File: src/rtl/drive_cmd_framer.sv
// rtl/drive_cmd_framer.sv - host byte stream to {direction, speed} drive command framer
module drive_cmd_framer #(
  parameter int unsigned TIMEOUT_CYCLES  = 5_000_000,
  parameter int unsigned BYTE_GAP_CYCLES = 100_000,
  parameter logic [7:0]  SYNC_BYTE       = 8'hA5,
  parameter logic [7:0]  SAFE_DIR        = 8'h80,
  parameter logic [7:0]  SAFE_SPD        = 8'h00
) (
  input  logic        clk,
  input  logic        rst,
  input  logic [7:0]  rx_data,
  input  logic        rx_valid,
  output logic [15:0] cmd_out,
  output logic        cmd_valid,
  output logic        frame_err,
  output logic        timeout
);

  localparam int WD_W  = $clog2(TIMEOUT_CYCLES + 1);
  localparam int GAP_W = $clog2(BYTE_GAP_CYCLES + 1);
  localparam logic [WD_W-1:0]  WD_MAX   = WD_W'(TIMEOUT_CYCLES);
  localparam logic [WD_W-1:0]  WD_LAST  = WD_W'(TIMEOUT_CYCLES - 1);
  localparam logic [GAP_W-1:0] GAP_LAST = GAP_W'(BYTE_GAP_CYCLES - 1);
  localparam logic [15:0]      SAFE_CMD = {SAFE_DIR, SAFE_SPD};

  typedef enum logic [1:0] {IDLE, GET_DIR, GET_SPD, GET_CSUM} state_e;

  state_e             state_q, state_d;
  logic [7:0]         dir_q, dir_d;
  logic [7:0]         spd_q, spd_d;
  logic [15:0]        cmd_q, cmd_d;
  logic               cmd_valid_q, cmd_valid_d;
  logic               frame_err_q, frame_err_d;
  logic               timeout_q, timeout_d;
  logic [WD_W-1:0]    wd_q, wd_d;
  logic [GAP_W-1:0]   gap_q, gap_d;

  logic in_frame;
  logic csum_byte;
  logic accept;
  logic gap_exp;
  logic wd_exp;

  // Event decode shared by the next-state and output logic
  always_comb begin
    in_frame  = (state_q != IDLE);
    csum_byte = (state_q == GET_CSUM) && rx_valid;
    accept    = csum_byte && (rx_data == (dir_q ^ spd_q));
    // A byte arriving on the expiry cycle is processed instead of the gap error
    gap_exp   = in_frame && !rx_valid && (gap_q == GAP_LAST);
    // An accepted frame on the expiry cycle takes precedence over the safe command
    wd_exp    = !accept && (wd_q == WD_LAST);
  end

  // State register
  always_ff @(posedge clk) begin
    if (!rst) state_q <= IDLE;
    else      state_q <= state_d;
  end

  // Next-state: advance one field per byte, abandon a frame on gap expiry
  always_comb begin
    state_d = state_q;
    case (state_q)
      IDLE:     if (rx_valid && (rx_data == SYNC_BYTE)) state_d = GET_DIR;
      GET_DIR:  if (rx_valid) state_d = GET_SPD;  else if (gap_exp) state_d = IDLE;
      GET_SPD:  if (rx_valid) state_d = GET_CSUM; else if (gap_exp) state_d = IDLE;
      GET_CSUM: if (rx_valid || gap_exp) state_d = IDLE;
      default:  state_d = IDLE;
    endcase
  end

  // Output/datapath next values: field latches, command update, error pulses, counters
  always_comb begin
    dir_d       = dir_q;
    spd_d       = spd_q;
    cmd_d       = cmd_q;
    cmd_valid_d = 1'b0;
    frame_err_d = gap_exp || (csum_byte && !accept);
    timeout_d   = timeout_q;

    if ((state_q == GET_DIR) && rx_valid) dir_d = rx_data;
    if ((state_q == GET_SPD) && rx_valid) spd_d = rx_data;

    if (wd_exp) begin
      cmd_d     = SAFE_CMD;
      timeout_d = 1'b1;
    end
    if (accept) begin
      cmd_d       = {dir_q, spd_q};
      cmd_valid_d = 1'b1;
      timeout_d   = 1'b0;
    end

    if (accept)              wd_d = '0;
    else if (wd_q == WD_MAX) wd_d = wd_q;
    else                     wd_d = wd_q + WD_W'(1);

    // Gap count only runs while a frame is partially received
    if (rx_valid || !in_frame || gap_exp) gap_d = '0;
    else                                  gap_d = gap_q + GAP_W'(1);
  end

  // Datapath and registered outputs
  always_ff @(posedge clk) begin
    if (!rst) begin
      dir_q       <= 8'h00;
      spd_q       <= 8'h00;
      cmd_q       <= SAFE_CMD;
      cmd_valid_q <= 1'b0;
      frame_err_q <= 1'b0;
      timeout_q   <= 1'b0;
      wd_q        <= '0;
      gap_q       <= '0;
    end else begin
      dir_q       <= dir_d;
      spd_q       <= spd_d;
      cmd_q       <= cmd_d;
      cmd_valid_q <= cmd_valid_d;
      frame_err_q <= frame_err_d;
      timeout_q   <= timeout_d;
      wd_q        <= wd_d;
      gap_q       <= gap_d;
    end
  end

  assign cmd_out   = cmd_q;
  assign cmd_valid = cmd_valid_q;
  assign frame_err = frame_err_q;
  assign timeout   = timeout_q;

endmodule
File: config.mk
export PLATFORM = sky130hd
export DESIGN_NAME = drive_cmd_framer
export DESIGN_NICKNAME = d
export VERILOG_FILES = /design/src/rtl/drive_cmd_framer.sv
export SDC_FILE = /design/constraint.sdc
export NUM_CORES = 1
export LEC_CHECK = 0
export CORE_MARGIN = 2
export CORE_UTILIZATION = 25
export DETAILED_ROUTE_END_ITERATION = 10
export SLEW_MARGIN = 10
export SYNTH_ARGS = -nofsm -noshare
export SYNTH_HDL_FRONTEND = slang
export SYNTH_SLANG_ARGS = --single-unit
export TNS_END_PERCENT = 100
File: constraint.sdc
create_clock -name clk -period 3.69 [get_ports clk]
set_input_delay 1.107 -clock clk [delete_from_list [all_inputs] [get_ports clk]]
set_output_delay 1.107 -clock clk [all_outputs]
set_load 0.05 [all_outputs]
==> impl_metrics.tcl <==
set metrics [dict create \
    status "completed" \
    synth_edf_count 0 \
    finalCriticalPeriod_ns 2.75 \
    firstDrtPassIters 4 \
    grt_first_pass_wirelength_microns 14700 \
    fin_nets 437 \
    cts_buffers 9 \
    syn2layout_area_growth_pct 20.1 \
    rsz0062_at_grt "no" \
    diodes 0 \
    synth_compound_area_frac 0.122 \
    arrival_ns 2.98 \
    cts_sinks 77 \
    dieWidth_microns 127 \
    synth_mux_area_frac 0.0639 \
    cts_max_level 3 \
    slew_headroom 0.483 \
    critPathLaunchType "primary input" \
    overflow 0 \
    grt_max_degree 25 \
    post-place-ws_ns 0.594 \
    clk_pin_slew_ns 0.06 \
    synth_xor_area_frac 0.101 \
    critPathLaunch "rx_data[7]" \
    drt_iter0_markers 160 \
    post_synth_and_or_nand_nor_area_fraction 0.252 \
    wirelength_microns 8560 \
    r2r_slack_ns 1.28 \
    ioPinCount 30 \
    postCtsHoldBufs 0 \
    drive_gt1_frac 0.0890 \
    finalSetupTns_ns 0 \
    fp.coreArea_sq_mm 0.0146 \
    slew_viol_final 0 \
    hold_viol 0 \
    ctsResizeCount 0 \
    grt_pass1_vias 2957 \
    die_h_microns 127 \
    vias_per_cell 4.96 \
    criticalPathCategory "in -> reg" \
    worstPathMaxFanout 11 \
    cts_tree "yes" \
    fmax_mhz 363 \
    leakage_uw 0.00155 \
    synthDistinctLibCells 51 \
    cts_buffer_depth 2 \
    syn_area_per_cell_sq_um 9.50 \
    syn_inst 398 \
    ys_seq_area_frac 0.408 \
    worstReg2RegEnd "cmd_out[2]" \
    mostFrequentLayoutCells "dfxtp_1, nand2_1, nand3_1, clkdlybuf4s50_1, nor2_1" \
    crit_required_ns 3.92 \
    root_buffer "clkbuf_16" \
    fp-row-count 44 \
    min_path_type "reg -> reg" \
    cts_setup_buffers 0 \
    dieArea_sq_mm 0.0161 \
    setup_viol 0 \
    ys_warn_count 0 \
    async_flop_share 0 \
    hpwl_microns 6250 \
    drc 0 \
    rr_startpoint "wd_q[17]" \
    max-cap-violations 0 \
    synth_nets 412 \
    synth_seq_cells 77 \
    fin_skew_ns 0.00886 \
    ys.flop_type "dfxtp_1" \
    final.period_utilization 0.746 \
    gp_congestion 0.836 \
    port_buffers 29 \
    initial_utilization 0.258 \
    synth_area_sq_mm 0.00378 \
    end_kind "register" \
    cp-endpoint "cmd_out[15]" \
    ir_worst_vdd_v 0.000216 \
    worst_slack_ns 0.938 \
    final_common_cell "dfxtp_1" \
    antenna_found_initial 0 \
    synth_top_family_by_area "simple AND/OR/NAND/NOR gates" \
    via_count 3029 \
    clk-insertion-delay-late_ns 0.34 \
    power_density_mw_per_mm2 393 \
    r2r_cells 4 \
    synth_fa_ha_area_frac 0.00993 \
    worst_pin_slew_ns 0.773 \
    gr-usage-all-layers 0.112 \
    avgRoutedWirePerCell_microns 14.0 \
    drt.antenna.violating_nets 0 \
]
where the power goes:
group / internal (uW) / switching (uW)
Sequential: 834 / 5.10
Clock: 540 / 344
Combinational: 30.4 / 30.4
Total: 1400 / 379
synthesized netlist by cell type, drive strengths merged, types with 3 or more instances:
library cell / instances / area, sq um
a21boi: 11 / 82.6
a21oi: 16 / 83.8
and3: 10 / 63.8
and4: 10 / 88.8
buf: 10 / 62.6
clkbuf: 13 / 62.6
dfxtp: 77 / 1540
ha: 3 / 37.5
inv: 10 / 37.5
mux2i: 23 / 230
nand2: 32 / 123
nand2b: 3 / 18.8
nand3: 29 / 145
nand4: 15 / 128
nor2: 26 / 97.6
nor2b: 10 / 62.6
nor3: 4 / 20.0
nor4: 5 / 31.3
o21ai: 7 / 35.0
o311ai: 16 / 140
o31ai: 9 / 81.3
or3: 5 / 32.5
or4: 8 / 63.8
xnor2: 8 / 70.1
xnor3: 8 / 180
xor2: 15 / 131
how the worst min path moves through the flow:
| stage | endpoint | from | cells after the start | slack [ns] |
|---|---|---|---|---|
| 4_1_cts | timeout | timeout | 2 | 0.46 |
| 2_1_floorplan | gap_q[0] | gap_q[0] | 1 | 0.43 |
| 6_report | timeout | timeout | 2 | 0.46 |
| 3_3_place_gp | timeout | timeout | 2 | 0.44 |
| 3_5_place_dp | timeout | timeout | 2 | 0.45 |
| 5_1_grt | timeout | timeout | 2 | 0.48 |
per-stage QoR:
step	instance area, sq um	cells	power (uW)	utilization	hold slack, ns
2_1_floorplan	3780	398	892	-	0.426
3_3_place_gp	4240	596	916	0.290	0.437
3_5_place_dp	4240	596	918	0.290	0.451
4_1_cts	4540	611	1810	0.310	0.460
5_1_grt	4540	611	1850	0.310	0.483
6_report	4540	611	1780	0.310	0.455
final cells by class:
class	instances	area [sq um]
Sequential cell	77	1540
Multi-Input combinational cell	288	2080
Timing Repair Buffer	37	350
Tap cell	184	230
Fill cell	1540	10100
Clock buffer	10	239
Inverter	10	37.5
Clock inverter	5	60.1
routing by layer:
| layer | share of wire | vias up | GRT usage |
|---|---|---|---|
| met5 | 0 | - | 0 |
| met4 | 0.018 | 0 | 0.0478 |
| met3 | 0.027 | 11 | 0.0235 |
| li1 | - | 1519 | - |
| met1 | 0.49 | 1456 | 0.145 |
| met2 | 0.47 | 43 | 0.181 |
cell families (layout without fill, tap and decap cells):
group | Yosys count | in the layout
simple gates | 166 | 166
compound gates | 64 | 64
buf+inv | 33 | 62
xor+xnor | 31 | 31
flops | 77 | 77
mux | 24 | 24
fa+ha+maj | 3 | 3
registers in the layout, summed over array words and instances (netlist names):
register	count
gap_q	17
timeout	1
dir_q	8
frame_err	1
cmd_valid	1
spd_q	8
wd_q	23
state_q	2
cmd_out	16
worst max-delay path, cell delays in order:
cell,delay (ns)
clkdlybuf4s50_1,0.50
xnor3_1,0.34
nand4_2,0.17
nor3_2,0.25
buf_4,0.26
mux2_2,0.35
No activity file was read; power rests on OpenSTA's default activity.
